$ cat src/rtl/core_sequencer_pkg.sv
// Shared encodings for the multi-cycle RV32I control sequencer: opcodes, FSM states,
// datapath select codes, trap causes and the instruction class enum.
package core_sequencer_pkg;

  localparam logic [6:0] OpLui    = 7'b0110111;
  localparam logic [6:0] OpAuipc  = 7'b0010111;
  localparam logic [6:0] OpJal    = 7'b1101111;
  localparam logic [6:0] OpJalr   = 7'b1100111;
  localparam logic [6:0] OpBranch = 7'b1100011;
  localparam logic [6:0] OpLoad   = 7'b0000011;
  localparam logic [6:0] OpStore  = 7'b0100011;
  localparam logic [6:0] OpOpImm  = 7'b0010011;
  localparam logic [6:0] OpOp     = 7'b0110011;
  localparam logic [6:0] OpFence  = 7'b0001111;
  localparam logic [6:0] OpSystem = 7'b1110011;

  localparam logic [1:0] PcPlus4  = 2'd0;
  localparam logic [1:0] PcTarget = 2'd1;
  localparam logic [1:0] PcJalr   = 2'd2;

  localparam logic [1:0] WbAlu    = 2'd0;
  localparam logic [1:0] WbLoad   = 2'd1;
  localparam logic [1:0] WbPc4    = 2'd2;

  localparam logic [2:0] ImmI = 3'd0;
  localparam logic [2:0] ImmS = 3'd1;
  localparam logic [2:0] ImmB = 3'd2;
  localparam logic [2:0] ImmU = 3'd3;
  localparam logic [2:0] ImmJ = 3'd4;

  localparam logic [1:0] TrapNone    = 2'd0;
  localparam logic [1:0] TrapIllegal = 2'd1;
  localparam logic [1:0] TrapTimeout = 2'd2;

  typedef enum logic [2:0] {
    StFetch, StDecode, StExecute, StMem, StWriteback, StHalt
  } state_e;

  // ClsIllegal is the all-zero value so a cleared class register reads as "nothing decoded".
  typedef enum logic [3:0] {
    ClsIllegal, ClsLui, ClsAuipc, ClsJal, ClsJalr, ClsBranch, ClsLoad, ClsStore,
    ClsOpImm, ClsOp, ClsFence, ClsSystem
  } cls_e;

  function automatic logic is_mem_cls(cls_e c);
    return (c == ClsLoad) || (c == ClsStore);
  endfunction

endpackage

$ cat src/rtl/core_sequencer_if.sv
// Instruction and data memory request/acknowledge handshakes between sequencer and memories.
interface core_sequencer_if;
  logic imem_req;
  logic imem_ack;
  logic dmem_req;
  logic dmem_we;
  logic dmem_ack;

  modport master (output imem_req, output dmem_req, output dmem_we,
                  input imem_ack, input dmem_ack);
  modport slave  (input imem_req, input dmem_req, input dmem_we,
                  output imem_ack, output dmem_ack);
endinterface

$ cat src/rtl/core_sequencer_opcode_classifier.sv
// Combinational opcode decode into instruction class, immediate format and illegal flag.
module core_sequencer_opcode_classifier
  import core_sequencer_pkg::*;
(
  input  logic [6:0] i_opcode,
  output cls_e       o_cls,
  output logic [2:0] o_imm_sel,
  output logic       o_illegal
);

  always_comb begin
    o_cls     = ClsIllegal;
    o_imm_sel = ImmI;
    o_illegal = 1'b0;
    case (i_opcode)
      OpLui:    begin o_cls = ClsLui;    o_imm_sel = ImmU; end
      OpAuipc:  begin o_cls = ClsAuipc;  o_imm_sel = ImmU; end
      OpJal:    begin o_cls = ClsJal;    o_imm_sel = ImmJ; end
      OpJalr:   o_cls = ClsJalr;
      OpBranch: begin o_cls = ClsBranch; o_imm_sel = ImmB; end
      OpLoad:   o_cls = ClsLoad;
      OpStore:  begin o_cls = ClsStore;  o_imm_sel = ImmS; end
      OpOpImm:  o_cls = ClsOpImm;
      OpOp:     o_cls = ClsOp;
      OpFence:  o_cls = ClsFence;
      OpSystem: o_cls = ClsSystem;
      default:  o_illegal = 1'b1;
    endcase
  end

endmodule

$ cat src/rtl/core_sequencer.sv
// Multi-cycle fetch/decode/execute/mem/writeback control FSM with memory wait timeout
// and retired-instruction counter.
module core_sequencer
  import core_sequencer_pkg::*;
#(
  parameter int unsigned CNT_W   = 32,
  parameter int unsigned TIMEOUT = 16
) (
  input  logic             clk,
  input  logic             rst_n,
  core_sequencer_if.master mem,
  input  logic [6:0]       i_opcode,
  input  logic             i_branch_taken,
  output logic             o_ir_we,
  output logic             o_pc_we,
  output logic [1:0]       o_pc_sel,
  output logic             o_rf_we,
  output logic [1:0]       o_wb_sel,
  output logic             o_alu_src_a,
  output logic             o_alu_src_b,
  output logic [2:0]       o_imm_sel,
  output logic             o_halted,
  output logic [1:0]       o_trap,
  output logic [CNT_W-1:0] o_instret
);

  localparam logic [7:0] WaitLast = 8'(TIMEOUT - 1);

  state_e           r_state, w_state_next;
  logic [1:0]       r_trap, w_trap_next;
  cls_e             r_cls, w_cls;
  logic [2:0]       r_imm_sel, w_imm_sel;
  logic             w_illegal;
  logic [7:0]       r_wait;
  logic [CNT_W-1:0] r_instret;
  logic             w_req, w_ack, w_expired;

  core_sequencer_opcode_classifier u_classifier (
    .i_opcode  (i_opcode),
    .o_cls     (w_cls),
    .o_imm_sel (w_imm_sel),
    .o_illegal (w_illegal)
  );

  assign w_req     = mem.imem_req | mem.dmem_req;
  assign w_ack     = (r_state == StFetch) ? mem.imem_ack : mem.dmem_ack;
  // An ack in the cycle the counter would reach TIMEOUT takes priority over the trap.
  assign w_expired = (r_wait == WaitLast) && !w_ack;

  always_ff @(posedge clk or negedge rst_n) begin
    if (!rst_n) begin
      r_state <= StFetch;
      r_trap  <= TrapNone;
    end else begin
      r_state <= w_state_next;
      r_trap  <= w_trap_next;
    end
  end

  always_comb begin
    w_state_next = r_state;
    w_trap_next  = r_trap;
    unique case (r_state)
      StFetch: begin
        if (mem.imem_ack) begin
          w_state_next = StDecode;
        end else if (w_expired) begin
          w_state_next = StHalt;
          w_trap_next  = TrapTimeout;
        end
      end
      StDecode: begin
        if (w_illegal) begin
          w_state_next = StHalt;
          w_trap_next  = TrapIllegal;
        end else if (w_cls == ClsSystem) begin
          w_state_next = StHalt;
        end else begin
          w_state_next = StExecute;
        end
      end
      StExecute:   w_state_next = is_mem_cls(r_cls) ? StMem : StWriteback;
      StMem: begin
        if (mem.dmem_ack) begin
          w_state_next = StWriteback;
        end else if (w_expired) begin
          w_state_next = StHalt;
          w_trap_next  = TrapTimeout;
        end
      end
      StWriteback: w_state_next = StFetch;
      StHalt:      w_state_next = StHalt;
      default:     w_state_next = StHalt;
    endcase
  end

  always_comb begin
    mem.imem_req = 1'b0;
    mem.dmem_req = 1'b0;
    mem.dmem_we  = 1'b0;
    o_ir_we      = 1'b0;
    o_pc_we      = 1'b0;
    o_pc_sel     = PcPlus4;
    o_rf_we      = 1'b0;
    o_wb_sel     = WbAlu;
    o_alu_src_a  = 1'b0;
    o_alu_src_b  = 1'b0;
    o_halted     = 1'b0;
    // Gating on rst_n drops the requests the instant reset asserts.
    if (rst_n) begin
      unique case (r_state)
        StFetch: begin
          mem.imem_req = 1'b1;
          o_ir_we      = mem.imem_ack;
        end
        StExecute: begin
          o_alu_src_a = r_cls inside {ClsAuipc, ClsJal, ClsBranch};
          o_alu_src_b = !(r_cls inside {ClsOp, ClsBranch});
        end
        StMem: begin
          mem.dmem_req = 1'b1;
          mem.dmem_we  = (r_cls == ClsStore);
        end
        StWriteback: begin
          o_pc_we = 1'b1;
          o_rf_we = !(r_cls inside {ClsBranch, ClsStore, ClsFence});
          case (r_cls)
            ClsLoad:         o_wb_sel = WbLoad;
            ClsJal, ClsJalr: o_wb_sel = WbPc4;
            default:         o_wb_sel = WbAlu;
          endcase
          case (r_cls)
            ClsJal:    o_pc_sel = PcTarget;
            ClsJalr:   o_pc_sel = PcJalr;
            ClsBranch: o_pc_sel = i_branch_taken ? PcTarget : PcPlus4;
            default:   o_pc_sel = PcPlus4;
          endcase
        end
        StHalt:  o_halted = 1'b1;
        default: ;
      endcase
    end
  end

  always_ff @(posedge clk or negedge rst_n) begin
    if (!rst_n) begin
      r_cls     <= ClsIllegal;
      r_imm_sel <= ImmI;
      r_wait    <= '0;
      r_instret <= '0;
    end else begin
      if (r_state == StDecode) begin
        r_cls     <= w_cls;
        r_imm_sel <= w_imm_sel;
      end
      if (r_state != w_state_next) begin
        r_wait <= '0;
      end else if (w_req && !w_ack) begin
        r_wait <= r_wait + 8'd1;
      end
      if (r_state == StWriteback) begin
        r_instret <= r_instret + 1'b1;
      end
    end
  end

  assign o_imm_sel = r_imm_sel;
  assign o_trap    = r_trap;
  assign o_instret = r_instret;

endmodule

$ cat src/flat_wrapper.sv
// flat-port wrapper written by rule: the top's interface ports become plain ports
module core_sequencer_flat import core_sequencer_pkg::*;
#(
  parameter int unsigned CNT_W   = 32,
  parameter int unsigned TIMEOUT = 16
)
  (clk, rst_n, i_opcode, i_branch_taken, o_ir_we, o_pc_we, o_pc_sel, o_rf_we, o_wb_sel, o_alu_src_a, o_alu_src_b, o_imm_sel, o_halted, o_trap, o_instret, mem_imem_req, mem_dmem_req, mem_dmem_we, mem_imem_ack, mem_dmem_ack);
  core_sequencer_if mem_i ();
  input  logic clk;
  input  logic rst_n;
  input  logic [6:0] i_opcode;
  input  logic i_branch_taken;
  output logic o_ir_we;
  output logic o_pc_we;
  output logic [1:0] o_pc_sel;
  output logic o_rf_we;
  output logic [1:0] o_wb_sel;
  output logic o_alu_src_a;
  output logic o_alu_src_b;
  output logic [2:0] o_imm_sel;
  output logic o_halted;
  output logic [1:0] o_trap;
  output logic [CNT_W-1:0] o_instret;
  output wire logic [$bits(mem_i.imem_req)-1:0] mem_imem_req;
  output wire logic [$bits(mem_i.dmem_req)-1:0] mem_dmem_req;
  output wire logic [$bits(mem_i.dmem_we)-1:0] mem_dmem_we;
  input wire logic [$bits(mem_i.imem_ack)-1:0] mem_imem_ack;
  input wire logic [$bits(mem_i.dmem_ack)-1:0] mem_dmem_ack;
  assign mem_imem_req = mem_i.imem_req;
  assign mem_dmem_req = mem_i.dmem_req;
  assign mem_dmem_we = mem_i.dmem_we;
  assign mem_i.imem_ack = mem_imem_ack;
  assign mem_i.dmem_ack = mem_dmem_ack;
  core_sequencer #(.CNT_W(CNT_W), .TIMEOUT(TIMEOUT)) u_core (.clk(clk), .rst_n(rst_n), .mem(mem_i), .i_opcode(i_opcode), .i_branch_taken(i_branch_taken), .o_ir_we(o_ir_we), .o_pc_we(o_pc_we), .o_pc_sel(o_pc_sel), .o_rf_we(o_rf_we), .o_wb_sel(o_wb_sel), .o_alu_src_a(o_alu_src_a), .o_alu_src_b(o_alu_src_b), .o_imm_sel(o_imm_sel), .o_halted(o_halted), .o_trap(o_trap), .o_instret(o_instret));
endmodule
$ cat config.mk
export PLATFORM = sky130hd
export DESIGN_NAME = core_sequencer_flat
export DESIGN_NICKNAME = d
export VERILOG_FILES = /design/src/rtl/core_sequencer_pkg.sv /design/src/rtl/core_sequencer_if.sv /design/src/rtl/core_sequencer_opcode_classifier.sv /design/src/rtl/core_sequencer.sv /design/src/flat_wrapper.sv
export SDC_FILE = /design/constraint.sdc
export NUM_CORES = 1
export LEC_CHECK = 0
export BUFFER_PORTS_ARGS = -buffer_cell sky130_fd_sc_hd__clkbuf_2
export CORE_UTILIZATION = 60
export CTS_CLUSTER_DIAMETER = 120
export DETAILED_ROUTE_END_ITERATION = 12
export HOLD_SLACK_MARGIN = 0.08
export PLACE_DENSITY = 0.86
export SLEW_MARGIN = 5
export SYNTH_ARGS = -nofsm -noshare
export SYNTH_HDL_FRONTEND = slang
export SYNTH_HIERARCHICAL = 1
export SYNTH_SLANG_ARGS = --single-unit
$ cat constraint.sdc
create_clock -name clk -period 3.78 [get_ports clk]
set_input_delay 0.378 -clock clk [delete_from_list [all_inputs] [get_ports clk]]
set_output_delay 0.378 -clock clk [all_outputs]
set_load 0.05 [all_outputs]
# After elaboration in Yosys (flattened, before gate mapping)
# Index checks and enable logic that the tools add are counted.
[totals]
output_inout_bits = 50
register_bits = 52
inputBits = 12
[op_classes]
n_mux = 42
reduce_logical = 16
eq_ne = 30
n_bitwise = 1
addsub = 2
[ops]
columns = ["op", "count"]
rows = [
  ["case mux 4 bit (11 select lines)", 1],
  ["adder 32 x 1 -> 32 bit (second input constant)", 1],
  ["equality test 7 bit (second input constant)", 4],
  ["equality test 7 x 6 -> 1 bit (second input constant)", 3],
  ["2-to-1 mux 1 bit", 20],
  ["2-to-1 mux 3 bit", 6],
  ["equality test 4 x 3 -> 1 bit (second input constant)", 4],
  ["2-to-1 mux 2 bit", 8],
  ["2-to-1 mux 8 bit", 2],
  ["case mux 3 bit (5 select lines)", 1],
  ["equality test 7 x 5 -> 1 bit (second input constant)", 2],
  ["equality test 4 bit (second input constant)", 3],
  ["case mux 2 bit (3 select lines)", 2],
  ["case mux 3 bit (4 select lines)", 1],
  ["OR reduction 11 bit", 1],
  ["nonzero test 3 bit", 3],
  ["adder 8 x 1 -> 8 bit (second input constant)", 1],
  ["equality test 4 x 2 -> 1 bit (second input constant)", 2],
  ["equality test 8 x 4 -> 1 bit (second input constant)", 1],
  ["equality test 7 x 2 -> 1 bit (second input constant)", 1],
  ["equality test 7 x 4 -> 1 bit (second input constant)", 1],
  ["equality test 3 x 2 -> 1 bit (second input constant)", 2],
  ["equality test 3 bit (second input constant)", 2],
  ["!= test 2 bit (second input constant)", 3],
  ["11 further kinds", 16],
]

# Depth between registers and ports, before layout
[logic_depth]
depth_word = 9
depth_mapped = 9
ltp_nobuf = 8

# By module
# Netlist, hierarchy kept.
[modules_own_cells]
columns = ["module", "cells_each", "area_each_um2", "n_inst", "seq_area_each_um2"]
rows = [
  ["core_sequencer", 283, 2872.8, 1, 1301.2],
  ["core_sequencer_opcode_classifier", 42, 254.0, 1, 0.0],
]

# Worst setup path before layout
# No wires, ideal clock.
[synth_path]
path_type = "reg2out"
start = "reg u_core.r_state[0]"
end = "out o_pc_sel[0]"
slack_ps = 832
arrival_ps = 2570
path_stages_with_launch = 6
cell_sequence = "dfrtp_1 -> buf_2 -> nand2b_1 -> or2_2 -> clkbuf_1 -> nor4_1"
[synth_via]
elab_chain_len = 3
[synth_lines]
columns = ["element", "line_no", "text"]
rows = [
  ["start: declaration", "core_sequencer.sv:29", "state_e r_state, w_state_next;"],
  ["start signal: assignment", "core_sequencer.sv:52", "r_state <= StFetch;"],
  ["start signal: assignment", "core_sequencer.sv:55", "r_state <= w_state_next;"],
  ["equality test 3 bit", "core_sequencer.sv:111", "unique case (r_state)"],
  ["2-to-1 mux 2 bit", "core_sequencer.sv:111", ""],
  ["2-to-1 mux 2 bit", "core_sequencer.sv:110", "if (rst_n) begin"],
  ["end: declaration", "flat_wrapper.sv:15", "output logic [1:0] o_pc_sel;"],
]
# No other way between the ends.

# Worst setup path after layout
[layout_path]
start = "in rst_n"
end = "out mem_dmem_we"
[layout_via]
elab_chain_len = 1
[layout_lines]
columns = ["element", "line_no", "text"]
rows = [
  ["start: declaration", "flat_wrapper.sv:10", "input logic rst_n;"],
  ["2-to-1 mux 1 bit", "core_sequencer.sv:110", ""],
  ["end: declaration", "flat_wrapper.sv:26", "output wire logic [$bits(mem_i.dmem_we)-1:0] mem_dmem_we;"],
]
# No other way between the ends.

==> results.txt <==
----------------------------------------------------
[Outcome]
  Status ... finished clean

[Yosys]
  Yosys warning total ... 6
  Cells after Synth ... 325
  Cell area after technology mapping ... 3130 µm²
  Synth area leaders ... sky130_fd_sc_hd__dfrtp_1 (42%), sky130_fd_sc_hd__xor2_1 (9.0%), sky130_fd_sc_hd__nor3_1 (4.0%)
  Synth top cells by count ... sky130_fd_sc_hd__dfrtp_1 (52), sky130_fd_sc_hd__xor2_1 (32), sky130_fd_sc_hd__nor3_1 (25)
  Synthesized Nets ... roughly 340
  Fraction of the mapped netlist area in compound gates ... 10.1%
  Distinct cells, synth ... 54
  Share of Yosys cell area claimed by the top area cell type ... between 40% and 50%
  Area leader, netlist ... sky130_fd_sc_hd__dfrtp_1
  Register area share after synthesis ... 41.6%
  Area share of and/or/nand/nor cells after synthesis ... 27.5%
  Adder-cell share of the synthesized area ... 0.800%
  Synthesized flop and latch total ... 52
  Post-synth EDFFs ... 0
  Most repeated cell in the gate-level netlist after synthesis ... sky130_fd_sc_hd__dfrtp_1
  Most used flip-flop cell after synthesis ... sky130_fd_sc_hd__dfrtp_1
  Dominant combinational cell family by area after synthesis ... simple AND/OR/NAND/NOR gates
  Fraction of registers with async set or reset after synthesis ... 100%
  Mean instance size in the synthesized netlist ... just under 10 µm²
  Xor and xnor fraction of the mapped netlist area ... 11.2%
  Mux cell area share after synthesis ... under 10%

[Floorplan]
  Top Ports ... between 60 and 70
  Horizontal die dimension ... 74.2 µm
  Overall die area ... between 5000 and 6000 µm²
  Die height ... around 74 µm
  Row count ... 25
  Core box area ... 4880 µm²
  Initial core utilization ... roughly 64%

[Power and ir drop]
  Peak supply drop ... 0.000309 V
  Power Density ... 427 nW/µm²
  Leakage dissipation ... roughly 1.7 nW
  Internal power ... roughly 940 µW
  Switching power total ... 564 µW
  Relative contribution of the clock network to total power ... 25.5%
  Switching share of total power ... 37.6%
  Combinational Power Share ... 27.9%
  Sequential fraction of design power ... 46.6%

[Worst hold path]
  Worst Min Path Start ... u_core/o_instret[31]$_DFFE_PN0N_
  Hold Path End ... u_core/o_instret[31]$_DFFE_PN0N_
  Worst min-delay path class ... reg2reg
  Worst Hold Depth ... 1

[Flow run]
  Number of maximum-capacitance constraint violations ... 0

[Setup path]
  Critical Path Source ... rst_n
  List of cells traversed by the critical path ... dlygate4sd3_1, clkbuf_2, buf_4, nand2_1, nor4_1, clkbuf_2
  Worst path arrival time ... 2400 ps
  Cell mode on critical path ... sky130_fd_sc_hd__clkbuf_2
  Crit-path max cell delay ... approximately 520 ps
  Critical path start-end classification ... in2out
  Reg2Reg Depth ... 4
  Top fanout value on the critical path ... between 40 and 50
  Launching element type of the critical path ... primary input
  Required arrival time at the worst endpoint ... 3400 ps
  Flop2flop setup slack ... 1650 ps
  Endpoint kind of the worst setup timing path ... primary output
  CP max-delay cell ... sky130_fd_sc_hd__dlygate4sd3_1
  Critical register-to-register path endpoint ... u_core/o_instret[24]$_DFFE_PN0N_
  Startpoint of the worst-slack reg-to-reg timing path ... u_core/r_state[0]$_DFF_PN0_

[Detailed routing]
  DRC ... 0
  Via/cell ratio ... 5.91
  DRC marker count from the first detailed-route iteration ... 228
  DRT Pass-1 Iters ... 5
  Routed length per instance ... around 15 µm
  ANT nets after route ... 0
  Via total after detailed routing ... about 2,600
  Total wire length ... 6.79 mm

[Cells and area]
  Fillers ... 379
  P&R area growth vs syn ... 12.4%
  Final non-filler cell total ... 441
  Share of post-route cells with drive strength above 1 ... 25.1%
  Inserted Diodes ... 0
  Post-layout instance area ... about 3500 µm²
  FF+latch area ... about 1300 µm²
  Multi-input gate area ... 1640 µm²
  Final #Nets ... 387

[GRT]
  Number of global-route vias before repair ... 2,441
  Initial antenna violation count ... 0
  Maximum number of pins on one net before global-route repair ... 45
  First-pass GRT wire length ... 11.4 mm
  Total Routing Usage GR ... 26.8%
  Global route total overflow ... 0

[Place]
  Final HPWL DP ... 4.84 mm
  Worst slack, placed ... 1350 ps
  Placer Congestion ... 0.881
  Cells after DPL ... 432
  Placed cell areas ... 3390 µm²
  PortBufs ... 61

[Timing]
  Relative slew slack ... around three fifths
  Post-route setup slack ... 1000 ps
  Count of final max-slew check failures ... 0
  Post-route clock skew ... 8.97 ps
  Worst Tran Pin Value ... 618 ps
  Setup repair after global routing missed its margin ... no
  Hold Fails Final Rpt ... 0
  Maximum clock frequency ... 0.360 GHz
  Post-layout min period ... 2780 ps
  Setup violation total in the final timing report ... 0
  Post-route fraction of the period consumed by the critical path ... 73.5%
  Post-route setup TNS ... 0 ps

[CTS]
  Clock insertion delay at the later pin of the skew report ... 300 ps
  Clock Root Buffer ... sky130_fd_sc_hd__clkbuf_8
  Clock buffers created by TritonCTS ... 5
  Sinks on the clock net ... 52
  Clock tree from TritonCTS ... yes
  H-tree levels ... 2
  Maximum clock insertion buffer count ... 2
  Post-cts sizing count ... 0
  CTS clock-pin slew for the worst setup and hold paths ... 100 ps

----------------------------------------------------
[worst max-delay path by stage]
stage	slack, ps	to	cells after the start
finish	1000	mem_dmem_we	6
detailed placement	1350	u_core/r_wait[2]$_DFFE_PN0P_	9
global route	710	mem_dmem_we	6
floorplan	830	o_pc_sel[0]	5
CTS	930	mem_dmem_we	6
global placement	1450	u_core/r_wait[3]$_DFFE_PN0P_	9
[what timing repair did]
| action | in CTS | in global routing |
|---|---|---|
| hold endpoints to repair | 11 | 0 |
| setup buffers | 0 | 0 |
| hold buffers | 1 | 0 |
[state kept, by name, indices dropped and copies added, names as in the netlist]
| signal | count |
|---|---|
| u_core/o_instret | 32 |
| u_core/r_state | 3 |
| u_core/r_wait | 8 |
| u_core/o_trap | 2 |
| u_core/r_cls | 4 |
| u_core/o_imm_sel | 3 |
[power groups by stage]
stage / clock network (mW) / registers (mW) / logic [mW]
after global routing: 0.412 / 0.713 / 0.455
after global placement: 0 / 0.704 / 0.405
after detailed placement: 0 / 0.709 / 0.415
after CTS: 0.389 / 0.698 / 0.419
final: 0.382 / 0.699 / 0.419
after floorplan: 0 / 0.739 / 0.288
[per-stage QoR]
step	util, %	power (mW)	hold slack (ps)
floorplan	-	1.03	82.4
global placement	69.5	1.11	279
detailed placement	69.5	1.12	287
CTS	72.0	1.51	476
global route	72.0	1.58	504
finish	72.0	1.50	469
[layout by cell type, fill, tap and decap left out, types with 4 or more instances in the layout]
master / count
sky130_fd_sc_hd__o21ai_0: 4
sky130_fd_sc_hd__nand2_1: 18
sky130_fd_sc_hd__nor4_1: 16
sky130_fd_sc_hd__nor3_1: 25
sky130_fd_sc_hd__nand4_1: 5
sky130_fd_sc_hd__xor2_1: 32
sky130_fd_sc_hd__nor2b_1: 4
sky130_fd_sc_hd__inv_1: 13
sky130_fd_sc_hd__and2_1: 5
sky130_fd_sc_hd__clkbuf_2: 61
sky130_fd_sc_hd__nand2b_1: 10
sky130_fd_sc_hd__nor2_1: 16
sky130_fd_sc_hd__xnor2_1: 8
sky130_fd_sc_hd__clkbuf_8: 5
sky130_fd_sc_hd__mux2_2: 6
sky130_fd_sc_hd__dfrtp_1: 52
sky130_fd_sc_hd__and4_1: 4
sky130_fd_sc_hd__or2_2: 4
sky130_fd_sc_hd__nand3_1: 12
sky130_fd_sc_hd__a21oi_1: 13
sky130_fd_sc_hd__o2111ai_1: 5
sky130_fd_sc_hd__nor4_2: 6
[worst max-delay path, delay by kind of cell]
family	cells	cell delay (ps)
AND/OR/NAND/NOR	2	370
buffers and inverters	4	1650
[cell families (layout without fill, tap and decap cells)]
group,count (synthesis),count (layout)
buf+inv,37,86
simple gates,141,141
compound gates,45,45
xor+xnor,40,40
fa+ha+maj,2,2
flops,52,52
mux,8,8
[area by class of cell]
class | count | area share, %
clock buffer | 6 | 2.07
tap | 67 | 2.39
sequential | 52 | 37.0
timing repair buffer | 63 | 9.19
clock inverter | 2 | 1.10
multi-input combinational | 236 | 46.6
inverter | 15 | 1.60
[routing by layer]
metal | GRT usage (%) | vias up | routed length [µm]
li1 | - | 1262 | -
met1 | 37.4 | 1253 | 3050
met2 | 42.9 | 85 | 3350
met3 | 5.96 | 6 | 327
met4 | 5.77 | 0 | 57
met5 | 0 | - | 0
No activity file was read; power rests on OpenSTA's default activity.
